--- src/rtl/ipm_sync_fifo_ctrl_if.sv ---
// Signal bundle between the FIFO controller, its producer/consumer and the simple-dual-port RAM.
// The controller uses the slave modport; the surrounding logic uses master.
interface ipm_sync_fifo_ctrl_if #(
  parameter int ADDR_WIDTH = 4,
  parameter int DATA_WIDTH = 4
);
  logic                  wr_en;
  logic [DATA_WIDTH-1:0] wr_data;
  logic                  rd_en;
  logic [DATA_WIDTH-1:0] rd_data;
  logic                  rd_valid;
  logic                  wr_full;
  logic                  rd_empty;
  logic                  almost_full;
  logic                  almost_empty;
  logic [ADDR_WIDTH:0]   wr_water_level;
  logic                  wr_ovf;
  logic                  rd_unf;
  logic                  ram_wr_en;
  logic [ADDR_WIDTH-1:0] ram_wr_addr;
  logic [DATA_WIDTH-1:0] ram_wr_data;
  logic [ADDR_WIDTH-1:0] ram_rd_addr;
  logic [DATA_WIDTH-1:0] ram_rd_data;

  modport master (
    output wr_en, wr_data, rd_en, ram_rd_data,
    input  rd_data, rd_valid, wr_full, rd_empty, almost_full, almost_empty,
           wr_water_level, wr_ovf, rd_unf, ram_wr_en, ram_wr_addr, ram_wr_data, ram_rd_addr
  );

  modport slave (
    input  wr_en, wr_data, rd_en, ram_rd_data,
    output rd_data, rd_valid, wr_full, rd_empty, almost_full, almost_empty,
           wr_water_level, wr_ovf, rd_unf, ram_wr_en, ram_wr_addr, ram_wr_data, ram_rd_addr
  );
endinterface

--- src/rtl/ipm_sync_fifo_ctrl.sv ---
// Single-clock FIFO controller: pointers, occupancy, status flags and registered read data
// for a FIFO built on a distributed RAM with a combinational read path.
module ipm_sync_fifo_ctrl #(
  parameter int ADDR_WIDTH       = 4,
  parameter int DATA_WIDTH       = 4,
  parameter int ALMOST_FULL_NUM  = 2**ADDR_WIDTH - 2,
  parameter int ALMOST_EMPTY_NUM = 2
) (
  input logic                 clk,
  input logic                 rst,
  ipm_sync_fifo_ctrl_if.slave fifo_if
);

  localparam int            PW      = ADDR_WIDTH + 1;
  localparam logic [PW-1:0] AF_LVL  = PW'(ALMOST_FULL_NUM);
  localparam logic [PW-1:0] AE_LVL  = PW'(ALMOST_EMPTY_NUM);
  localparam logic [PW-1:0] PTR_ONE = PW'(1'b1);

  // Pointers carry an extra wrap bit so full and empty are distinguishable.
  function automatic logic [PW-1:0] ptr_inc(input logic [PW-1:0] p);
    return p + PTR_ONE;
  endfunction

  logic [PW-1:0]         r_wptr;
  logic [PW-1:0]         r_rptr;
  logic [DATA_WIDTH-1:0] r_rd_data;
  logic                  r_rd_valid;
  logic                  r_wr_ovf;
  logic                  r_rd_unf;

  logic [PW-1:0]         w_count;
  logic                  w_full;
  logic                  w_empty;
  logic                  w_wr_accept;
  logic                  w_rd_accept;

  // Status decode and accept decisions from the pre-edge pointers.
  always_comb begin
    w_count     = r_wptr - r_rptr;
    w_empty     = (r_wptr == r_rptr);
    w_full      = (r_wptr[ADDR_WIDTH] != r_rptr[ADDR_WIDTH]) &&
                  (r_wptr[ADDR_WIDTH-1:0] == r_rptr[ADDR_WIDTH-1:0]);
    w_wr_accept = fifo_if.wr_en & ~w_full & ~rst;
    w_rd_accept = fifo_if.rd_en & ~w_empty & ~rst;
  end

  // Pointer registers; reset flushes the FIFO without touching RAM contents.
  always_ff @(posedge clk) begin
    if (rst) begin
      r_wptr <= '0;
      r_rptr <= '0;
    end else begin
      if (w_wr_accept) begin
        r_wptr <= ptr_inc(r_wptr);
      end else begin
        r_wptr <= r_wptr;
      end
      if (w_rd_accept) begin
        r_rptr <= ptr_inc(r_rptr);
      end else begin
        r_rptr <= r_rptr;
      end
    end
  end

  // Read data capture and rd_valid pulse; rd_data holds between accepted reads.
  always_ff @(posedge clk) begin
    if (rst) begin
      r_rd_data  <= '0;
      r_rd_valid <= 1'b0;
    end else if (w_rd_accept) begin
      r_rd_data  <= fifo_if.ram_rd_data;
      r_rd_valid <= 1'b1;
    end else begin
      r_rd_data  <= r_rd_data;
      r_rd_valid <= 1'b0;
    end
  end

  // Rejected-request pulses.
  always_ff @(posedge clk) begin
    if (rst) begin
      r_wr_ovf <= 1'b0;
      r_rd_unf <= 1'b0;
    end else begin
      r_wr_ovf <= fifo_if.wr_en & w_full;
      r_rd_unf <= fifo_if.rd_en & w_empty;
    end
  end

  assign fifo_if.ram_wr_en      = w_wr_accept;
  assign fifo_if.ram_wr_addr    = r_wptr[ADDR_WIDTH-1:0];
  assign fifo_if.ram_wr_data    = fifo_if.wr_data;
  assign fifo_if.ram_rd_addr    = r_rptr[ADDR_WIDTH-1:0];

  assign fifo_if.rd_data        = r_rd_data;
  assign fifo_if.rd_valid       = r_rd_valid;
  assign fifo_if.wr_ovf         = r_wr_ovf;
  assign fifo_if.rd_unf         = r_rd_unf;
  assign fifo_if.wr_full        = w_full;
  assign fifo_if.rd_empty       = w_empty;
  assign fifo_if.almost_full    = (w_count >= AF_LVL);
  assign fifo_if.almost_empty   = (w_count <= AE_LVL);
  assign fifo_if.wr_water_level = w_count;

endmodule

--- src/flat_wrapper.sv ---
// flat-port wrapper written by rule: the top's interface ports become plain ports
module ipm_sync_fifo_ctrl_flat 
#(
  parameter int ADDR_WIDTH       = 4,
  parameter int DATA_WIDTH       = 4,
  parameter int ALMOST_FULL_NUM  = 2**ADDR_WIDTH - 2,
  parameter int ALMOST_EMPTY_NUM = 2
)
  (clk, rst, fifo_if_wr_en, fifo_if_wr_data, fifo_if_rd_en, fifo_if_ram_rd_data, fifo_if_rd_data, fifo_if_rd_valid, fifo_if_wr_full, fifo_if_rd_empty, fifo_if_almost_full, fifo_if_almost_empty, fifo_if_wr_water_level, fifo_if_wr_ovf, fifo_if_rd_unf, fifo_if_ram_wr_en, fifo_if_ram_wr_addr, fifo_if_ram_wr_data, fifo_if_ram_rd_addr);
  ipm_sync_fifo_ctrl_if #(.ADDR_WIDTH(ADDR_WIDTH), .DATA_WIDTH(DATA_WIDTH)) fifo_if_i ();
  input logic clk;
  input logic rst;
  input wire logic [$bits(fifo_if_i.wr_en)-1:0] fifo_if_wr_en;
  input wire logic [$bits(fifo_if_i.wr_data)-1:0] fifo_if_wr_data;
  input wire logic [$bits(fifo_if_i.rd_en)-1:0] fifo_if_rd_en;
  input wire logic [$bits(fifo_if_i.ram_rd_data)-1:0] fifo_if_ram_rd_data;
  output wire logic [$bits(fifo_if_i.rd_data)-1:0] fifo_if_rd_data;
  output wire logic [$bits(fifo_if_i.rd_valid)-1:0] fifo_if_rd_valid;
  output wire logic [$bits(fifo_if_i.wr_full)-1:0] fifo_if_wr_full;
  output wire logic [$bits(fifo_if_i.rd_empty)-1:0] fifo_if_rd_empty;
  output wire logic [$bits(fifo_if_i.almost_full)-1:0] fifo_if_almost_full;
  output wire logic [$bits(fifo_if_i.almost_empty)-1:0] fifo_if_almost_empty;
  output wire logic [$bits(fifo_if_i.wr_water_level)-1:0] fifo_if_wr_water_level;
  output wire logic [$bits(fifo_if_i.wr_ovf)-1:0] fifo_if_wr_ovf;
  output wire logic [$bits(fifo_if_i.rd_unf)-1:0] fifo_if_rd_unf;
  output wire logic [$bits(fifo_if_i.ram_wr_en)-1:0] fifo_if_ram_wr_en;
  output wire logic [$bits(fifo_if_i.ram_wr_addr)-1:0] fifo_if_ram_wr_addr;
  output wire logic [$bits(fifo_if_i.ram_wr_data)-1:0] fifo_if_ram_wr_data;
  output wire logic [$bits(fifo_if_i.ram_rd_addr)-1:0] fifo_if_ram_rd_addr;
  assign fifo_if_i.wr_en = fifo_if_wr_en;
  assign fifo_if_i.wr_data = fifo_if_wr_data;
  assign fifo_if_i.rd_en = fifo_if_rd_en;
  assign fifo_if_i.ram_rd_data = fifo_if_ram_rd_data;
  assign fifo_if_rd_data = fifo_if_i.rd_data;
  assign fifo_if_rd_valid = fifo_if_i.rd_valid;
  assign fifo_if_wr_full = fifo_if_i.wr_full;
  assign fifo_if_rd_empty = fifo_if_i.rd_empty;
  assign fifo_if_almost_full = fifo_if_i.almost_full;
  assign fifo_if_almost_empty = fifo_if_i.almost_empty;
  assign fifo_if_wr_water_level = fifo_if_i.wr_water_level;
  assign fifo_if_wr_ovf = fifo_if_i.wr_ovf;
  assign fifo_if_rd_unf = fifo_if_i.rd_unf;
  assign fifo_if_ram_wr_en = fifo_if_i.ram_wr_en;
  assign fifo_if_ram_wr_addr = fifo_if_i.ram_wr_addr;
  assign fifo_if_ram_wr_data = fifo_if_i.ram_wr_data;
  assign fifo_if_ram_rd_addr = fifo_if_i.ram_rd_addr;
  ipm_sync_fifo_ctrl #(.ADDR_WIDTH(ADDR_WIDTH), .DATA_WIDTH(DATA_WIDTH), .ALMOST_FULL_NUM(ALMOST_FULL_NUM), .ALMOST_EMPTY_NUM(ALMOST_EMPTY_NUM)) u_core (.clk(clk), .rst(rst), .fifo_if(fifo_if_i));
endmodule
--- config.mk ---
export PLATFORM = sky130hd
export DESIGN_NAME = ipm_sync_fifo_ctrl_flat
export DESIGN_NICKNAME = d
export VERILOG_FILES = /design/src/rtl/ipm_sync_fifo_ctrl_if.sv /design/src/rtl/ipm_sync_fifo_ctrl.sv /design/src/flat_wrapper.sv
export SDC_FILE = /design/constraint.sdc
export NUM_CORES = 1
export LEC_CHECK = 0
export ABC_CLOCK_PERIOD_IN_PS = 2700
export BUFFER_PORTS_ARGS = -buffer_cell sky130_fd_sc_hd__buf_4
export CAP_MARGIN = 10
export CORE_MARGIN = 5
export CORE_UTILIZATION = 46
export CTS_BUF_LIST = sky130_fd_sc_hd__clkbuf_16
export CTS_CLUSTER_SIZE = 25
export DETAILED_ROUTE_END_ITERATION = 7
export HOLD_SLACK_MARGIN = 0.02
export PLACE_DENSITY = 0.88
export SETUP_SLACK_MARGIN = 0.02
export SYNTH_ARGS = -nofsm -noshare
export SYNTH_HDL_FRONTEND = slang
export SYNTH_SLANG_ARGS = --single-unit
--- constraint.sdc ---
create_clock -name clk -period 2.7 [get_ports clk]
set_clock_uncertainty 0.15 [all_clocks]
set_input_delay 0.54 -clock clk [delete_from_list [all_inputs] [get_ports clk]]
set_output_delay 0.54 -clock clk [all_outputs]
set_load 0.01 [all_outputs]
; ---- Word-level counts from Yosys, hierarchy flattened
; Cells that the tools add are included.
[word_totals]
out_inout_bits = 29
wordCells = 25
ff_bits = 17
in_bits = 12
[op_classes]
bitwise_logic = 9
n_lt_le_gt_ge = 2
n_eq_ne = 3
reduce_logical = 1
n_addsub = 3
mux = 1
[ops]
columns = operator, count
row1 = 5-bit by 1-bit adder with 5-bit output (second input constant), 2
row2 = 1-bit AND, 6
row3 = 5-bit == test, 1
row4 = 5-bit by 4-bit >= comparator with 1-bit output (second input constant), 1
row5 = 5-bit by 2-bit less-or-equal comparator with 1-bit output (second input constant), 1
row6 = 5-bit subtractor, 1
row7 = 4-bit == test, 1
row8 = 1-bit NOT, 3
row9 = 1-bit logical AND, 1
row10 = 1-bit 2-to-1 mux, 1
row11 = 1-bit inequality test, 1

; ---- Logic depth before layout (Yosys ltp)
; Gate-level depths: netlist of the first run.
[logic_depth]
word_depth = 5
mapped_depth = 8
ltp_nobuf = 8

; ---- Worst setup path before layout of the first run
; OpenSTA, ideal clock, no wires.
[synth_path]
kind = register to output
startpoint = register u_core.r_rptr[0]
endpoint = output port fifo_if_almost_empty
required_time_ns = 2.010
arrival_ns = 2.141
slack_ns = -0.131
path_buffers = 0
path_stages_with_launch = 8
cell_sequence = dfxtp_1 -> ha_1 -> inv_1 -> fa_1 -> a21o_1 -> a21oi_1 -> xnor2_1 -> a2111oi_0
[synth_via]
elab_chain_len = 2
[synth_lines]
columns = element, line_no
row1 = "start, declared", ipm_sync_fifo_ctrl.sv:25  ; logic [PW-1:0] r_rptr;
row2 = "start signal, assigned", ipm_sync_fifo_ctrl.sv:59  ; r_rptr <= ptr_inc(r_rptr);
row3 = "start signal, assigned", ipm_sync_fifo_ctrl.sv:61  ; r_rptr <= r_rptr;
row4 = 5-bit subtractor, ipm_sync_fifo_ctrl.sv:39  ; w_count = r_wptr - r_rptr;
row5 = named net fifo_if_wr_water_level[4], flat_wrapper.sv:23  ; output wire logic [$bits(fifo_if_i.wr_water_level)-1:0] fifo_if_wr_water_level;
row6 = 5-bit by 2-bit less-or-equal comparator with 1-bit output, ipm_sync_fifo_ctrl.sv:103  ; assign fifo_if.almost_empty = (w_count <= AE_LVL);
row7 = "end, declared", flat_wrapper.sv:22  ; output wire logic [$bits(fifo_if_i.almost_empty)-1:0] fifo_if_almost_empty;
; The timed path passes the listed nets, and every way through them passes these cells.

; ---- Worst setup path in the final report of the first run
[layout_path]
startpoint = register u_core.r_wptr[0]
endpoint = output port fifo_if_almost_empty
[layout_via]
elab_chain_len = 2
[layout_lines]
columns = element, line_no
row1 = "start, declared", ipm_sync_fifo_ctrl.sv:24  ; logic [PW-1:0] r_wptr;
row2 = "start signal, assigned", ipm_sync_fifo_ctrl.sv:54  ; r_wptr <= ptr_inc(r_wptr);
row3 = "start signal, assigned", ipm_sync_fifo_ctrl.sv:56  ; r_wptr <= r_wptr;
row4 = 5-bit subtractor, ipm_sync_fifo_ctrl.sv:39
row5 = 5-bit by 2-bit less-or-equal comparator with 1-bit output, ipm_sync_fifo_ctrl.sv:103
; No other way between the ends.

==> qor.yml, run 1 <==
status: "finished with violations"
violations: "negative setup slack"
grt_pass1_vias: 859
finalNonFillerCells: 161
grt_util_all_layers: 0.152
grt_overflow_total: 0
synth_top_area_share: 0.351
met2_length_microns: 1180
yosys-top-cells-area: "dfxtp_1, buf_4, ha_1"
synth_enable_flop_cells: 0
nets: 154
min_from: "u_core.fifo_if.rd_data[2]"
synth_ff_type: "dfxtp_1"
fmax_mhz: 370
reg2reg_from: "u_core.r_rptr[3]"
power.leakage_nw: 0.623
drt_iter0_markers: 14
grt_max_degree: 19
setup_viol: 1
clockPowerShare: 0.284
path_buf_inv: 3
seq_area_frac_synth: 0.351
p_switching_w: 0.000318
pwr-share-seq: 0.287
path_cells: "inv_2, ha_4, inv_2, fa_2, a21o_1, a21oi_2, xnor2_2, a2111oi_2, buf_4"
start_kind: "register"
combPwrFrac: 0.429
post-route-util: 0.670
die_h_microns: 55.9
worstSetupPathType: "reg2out"
slowest_delay_ns: 0.35
cts_root_buf: "clkbuf_16"
routed.top_layer: "met4"
cts_hold_buffers: 0
setup_ws_ns: -0.00321
startpoint: "u_core.r_wptr[0]"
syn_area_sq_um: 970
swShare: 0.314
port-buffer-count: 32
wirelength_met1_microns: 898
critPathTopFamily: "compound AO/OA/AOI/OAI gates"
cp.arrival_ns: 2.01
n_antenna_cell: 0
holdWs_ns: 0.346
synth_top_cell_by_area: "dfxtp_1"
path_common_cell: "inv_2"
viasPerCell: 5.27
core_area_sq_mm: 0.00198
worstSetupEndpointType: "primary output"
num_io_pins: 41
vdd.ir_drop.worst_v: 0.000456
power_density_mw_per_mm2: 761
pre_cts_ws_ns: 0.000683
gp_congestion: 0.852
ys.warnings.count: 0
wl_per_cell_microns: 14.4
tightest_slew_ns: 0.384
start_util: 0.489
final_max_slew_viol_count: 0
crit-reg2reg-capture: "u_core.r_rptr[1]"
clock_sinks: 17
reg2reg_depth: 7
internal_power_w: 0.000694
cts_max_path_buffers: 2
routed_wl_microns: 2320
place_hpwl_microns: 1690
cts_buffers: 3
ys_types: 28
firstDrtPassIters: 4
ctsHtreeMaxLevel: 1
synth-seq-cells: 17
async_flop_share: 0
cts_tree: "built"
synthesis.nets: 123
nFillCells: 151
rsz0062_at_grt: "true"
hold_viol_final: 0
synth.avg_cell_area_sq_um: 9.32
worstPathRequired_ns: 2.01
hp-class: "reg2reg"
drive_above_1_share: 0.440
die_x_microns: 55.9
syn_to_final_growth_pct: 37.0
insertion_delay_ns: 0.25
crit_fanout: 3
slew_headroom: 0.743
crit_slowest_cell: "fa_2"
placementRows: 16
drtAntennaViolNets: 0
crit_cells: 9
antenna_found_initial: 0
dp.cells: 154
num_vias: 848
crit_path_end: "fifo_if_almost_empty"
synth_common_cells: "dfxtp_1, nor2_1, buf_4"
rrSetupSlack_ns: 0.65
drc_errors: 0
clk_pin_slew_ns: 0.05
period_needed_ns: 2.70
die_area_sq_mm: 0.00313
synthCells: 104
grt_pass1_wl_microns: 3810
route.met3.wl_microns: 217
finalCritPeriodShare: 1.00
cap_violations: 0
## what timing repair did
action,4_1_cts,5_1_grt
buffers inserted,2,1
pin swaps,5,0
setup endpoints to repair,3,2
gates resized for setup,10,3
## layout make-up
cell class                 count  area [sq um]  share of cell area
tap                           27          33.8              0.0254
timing repair buffer          40           304               0.229
sequential                    17           345               0.260
clock inverter                 1          3.75             0.00282
multi-input combinational     67           544               0.410
clock buffer                   3          75.1              0.0565
inverter                       6          22.5              0.0169
## worst min-delay path by stage
stage,to,slack [ns],depth (start not counted)
floorplan,u_core.r_rptr[3],0.33,2
global placement,u_core.fifo_if.rd_data[3],0.33,2
detailed placement,u_core.fifo_if.rd_data[2],0.34,2
CTS,u_core.fifo_if.rd_data[2],0.35,2
global route,u_core.fifo_if.rd_data[3],0.38,2
finish,u_core.fifo_if.rd_data[2],0.35,2
## kinds of logic after synthesis
group,Yosys count,synth area share
simple gates,28,0.142
buf+inv,20,0.124
flops,17,0.351
compound gates,14,0.0994
xor+xnor,12,0.124
fa+ha+maj,7,0.0981
mux,6,0.0619
## power groups by stage
stage	clock (W)	sequential [W]	combinational, W
after floorplan	0	0.000301	0.000225
after global placement	0	0.000290	0.000386
after detailed placement	0	0.000291	0.000398
after CTS	0.000293	0.000290	0.000427
after global routing	0.000310	0.000293	0.000470
final	0.000287	0.000291	0.000433
## metal layers
metal,global-route usage,up-vias
met4,0.0610,0
met3,0.0603,4
li1,-,405
met2,0.267,40
met1,0.162,399
met5,0,-
## metrics by stage
| stage | area (sq um) | setup TNS [ns] | total power (W) |
|---|---|---|---|
| floorplan | 976 | 0 | 0.000526 |
| global placement | 1190 | 0 | 0.000676 |
| detailed placement | 1190 | 0 | 0.000689 |
| CTS | 1310 | -0.00794 | 0.00101 |
| global route | 1330 | -0.167 | 0.00107 |
| finish | 1330 | -0.00321 | 0.00101 |
## state kept, by name, indices dropped and copies added (netlist names)
| signal | count |
|---|---|
| u_core.r_rptr | 5 |
| u_core.r_wptr | 5 |
| u_core.fifo_if.rd_data | 4 |
| u_core.fifo_if.rd_unf | 1 |
| u_core.fifo_if.rd_valid | 1 |
| u_core.fifo_if.wr_ovf | 1 |
## layout by cell type, fill, tap and decap left out, types with 2 or more instances in the layout
cell type,n
dfxtp_2,4
inv_2,2
nor2_1,17
xor2_1,4
buf_4,39
ha_1,4
inv_1,5
o211ai_1,2
o21ai_0,2
xnor2_2,2
xnor2_1,5
a21oi_1,5
clkbuf_16,3
dfxtp_1,13
mux2i_1,6
nand4_1,4
## tightest hold or removal path: stages (launching register included)
cell and delay, ns:
dfxtp_1 0.32, mux2i_1 0.07, nor2_1 0.07
(Power assumes the default switching activity.)
==> run 2, diff against run 1 <==
- ABC_CLOCK_PERIOD_IN_PS: 2700 -> 3300
- CORE_UTILIZATION: 46 -> 50
- GPL_TIMING_DRIVEN: not set -> 0
- PLACE_DENSITY: 0.88 -> 0.94
- clock period: 2.7 -> 3.3 ns (I/O delays scaled with it)
==> qor.yml, run 2 (synthesis results as in run 1) <==
cts_max_path_buffers: 2
critPathTopFamily: "compound AO/OA/AOI/OAI gates"
clockPowerShare: 0.298
layout_common_cells: "buf_4, nor2_1, dfxtp_1"
start_kind: "register"
n_antenna_cell: 0
grt_pass1_wl_microns: 3480
cp.arrival_ns: 2.33
cts_hold_buffers: 0
worstSetupEndpointType: "primary output"
routed_wl_microns: 2270
core_area_sq_mm: 0.00190
grt_overflow_total: 0
grt_util_all_layers: 0.169
path_cells: "inv_1, ha_1, inv_1, fa_1, a21o_1, a21oi_1, xnor2_1, a2111oi_2, buf_4"
hp-class: "reg2reg"
drc_errors: 0
combPwrFrac: 0.401
crit_slowest_cell: "fa_1"
cts_tree: "built"
start_util: 0.510
path_common_cell: "inv_1"
layout_commonest_cell: "buf_4"
pre_cts_ws_ns: 0.295
nFillCells: 139
p_switching_w: 0.000256
vdd.ir_drop.worst_v: 0.000345
setup_viol: 0
power_density_mw_per_mm2: 594
place_hpwl_microns: 1770
viasPerCell: 4.95
clock_sinks: 17
drive_above_1_share: 0.392
clk_pin_slew_ns: 0.05
worstPathRequired_ns: 2.49
period_needed_ns: 3.14
cap_violations: 0
firstDrtPassIters: 4
path_buf_inv: 3
grt_pass1_vias: 816
internal_power_w: 0.000547
slowest_delay_ns: 0.40
cts_root_buf: "clkbuf_16"
worstSetupPathType: "reg2out"
final_max_slew_viol_count: 0
syn_to_final_growth_pct: 39.5
ctsHtreeMaxLevel: 1
power.leakage_nw: 0.654
num_vias: 841
port-buffer-count: 35
hold_viol_final: 0
gp_congestion: 0.841
post-route-util: 0.711
finalCritPeriodShare: 0.952
num_io_pins: 41
seqCellArea_sq_um: 342
multi_input_area_sq_um: 515
fin_setup_tns_ns: 0
pwr-share-seq: 0.302
wl_per_cell_microns: 13.4
antenna_found_initial: 0
post-cts-setup-buffers: 0
tightest_slew_ns: 0.497
die_x_microns: 54.0
status: "finished, final reports clean"
die_area_sq_mm: 0.00292
drtAntennaViolNets: 0
placementRows: 16
nets: 163
setup_ws_ns: 0.158
crit_fanout: 4
rsz0062_at_grt: "false"
swShare: 0.319
cts_buffers: 3
slew_headroom: 0.665
holdWs_ns: 0.354
insertion_delay_ns: 0.25
cts.repair.resized: 1
drt_iter0_markers: 6
fmax_mhz: 318
die_h_microns: 54.0
grt_max_degree: 11
run 2: changes by cell type in the layout (fill, tap and decap cells not counted), moves of 2 or more:
| cell | previous run | this run |
|---|---|---|
| ha_1 | 4 | 6 |
| inv_1 | 5 | 7 |
| dfxtp_1 | 13 | 16 |
| buf_4 | 39 | 47 |
| inv_2 | 2 | 0 |
| dfxtp_2 | 4 | 1 |
run 2: area by class of cell:
type	count	share of cell area
Buffer	14	0.0722
Clock buffer	3	0.0555
Clock inverter	1	0.00278
Inverter	6	0.0167
Multi-Input combinational cell	67	0.381
Sequential cell	17	0.253
Tap cell	27	0.0250
Timing Repair Buffer	35	0.194
run 2: final timing paths:
path | startpoint | end | slack (ns) | depth (start not counted)
hold reg to reg | u_core.fifo_if.rd_data[3] | u_core.fifo_if.rd_data[3] | 0.35 | 2
setup reg to reg | u_core.r_rptr[2] | u_core.r_wptr[1] | 0.95 | 6
setup / recovery | u_core.r_wptr[0] | fifo_if_almost_empty | 0.16 | 9
hold / removal | u_core.fifo_if.rd_data[3] | u_core.fifo_if.rd_data[3] | 0.35 | 2
run 2: metal layers:
layer  wire length (microns)  vias up  GRT usage
met4                      62        0      0.112
met5                       0        -          0
li1                        -      419          -
met2                    1190       27      0.313
met3                     152        6     0.0360
met1                     863      389      0.167
run 2: worst reg2reg max path, delay by kind of cell, from the launching register on:
family	cells	cell delay [ns]
AO/OA/AOI/OAI	1	0.53
multiplexers	1	0.25
buffers and inverters	1	0.10
adder cells (fa/ha/maj)	1	0.41
flip-flops	1	0.39
AND/OR/NAND/NOR	2	0.39
run 2: power by group through the flow:
stage / clock network [W] / registers (W) / logic [W]
floorplan: 0 / 0.000246 / 0.000173
global placement: 0 / 0.000244 / 0.000293
detailed placement: 0 / 0.000244 / 0.000308
CTS: 0.000243 / 0.000241 / 0.000315
global route: 0.000249 / 0.000244 / 0.000347
finish: 0.000239 / 0.000242 / 0.000322
run 2: per-stage QoR:
stage               instance area, sq um  power (W)  std cells
finish                              1350   0.000803        170
global route                        1350   0.000841        170
CTS                                 1350   0.000798        170
detailed placement                  1270   0.000553        166
global placement                    1270   0.000537        166
floorplan                            970   0.000419        104
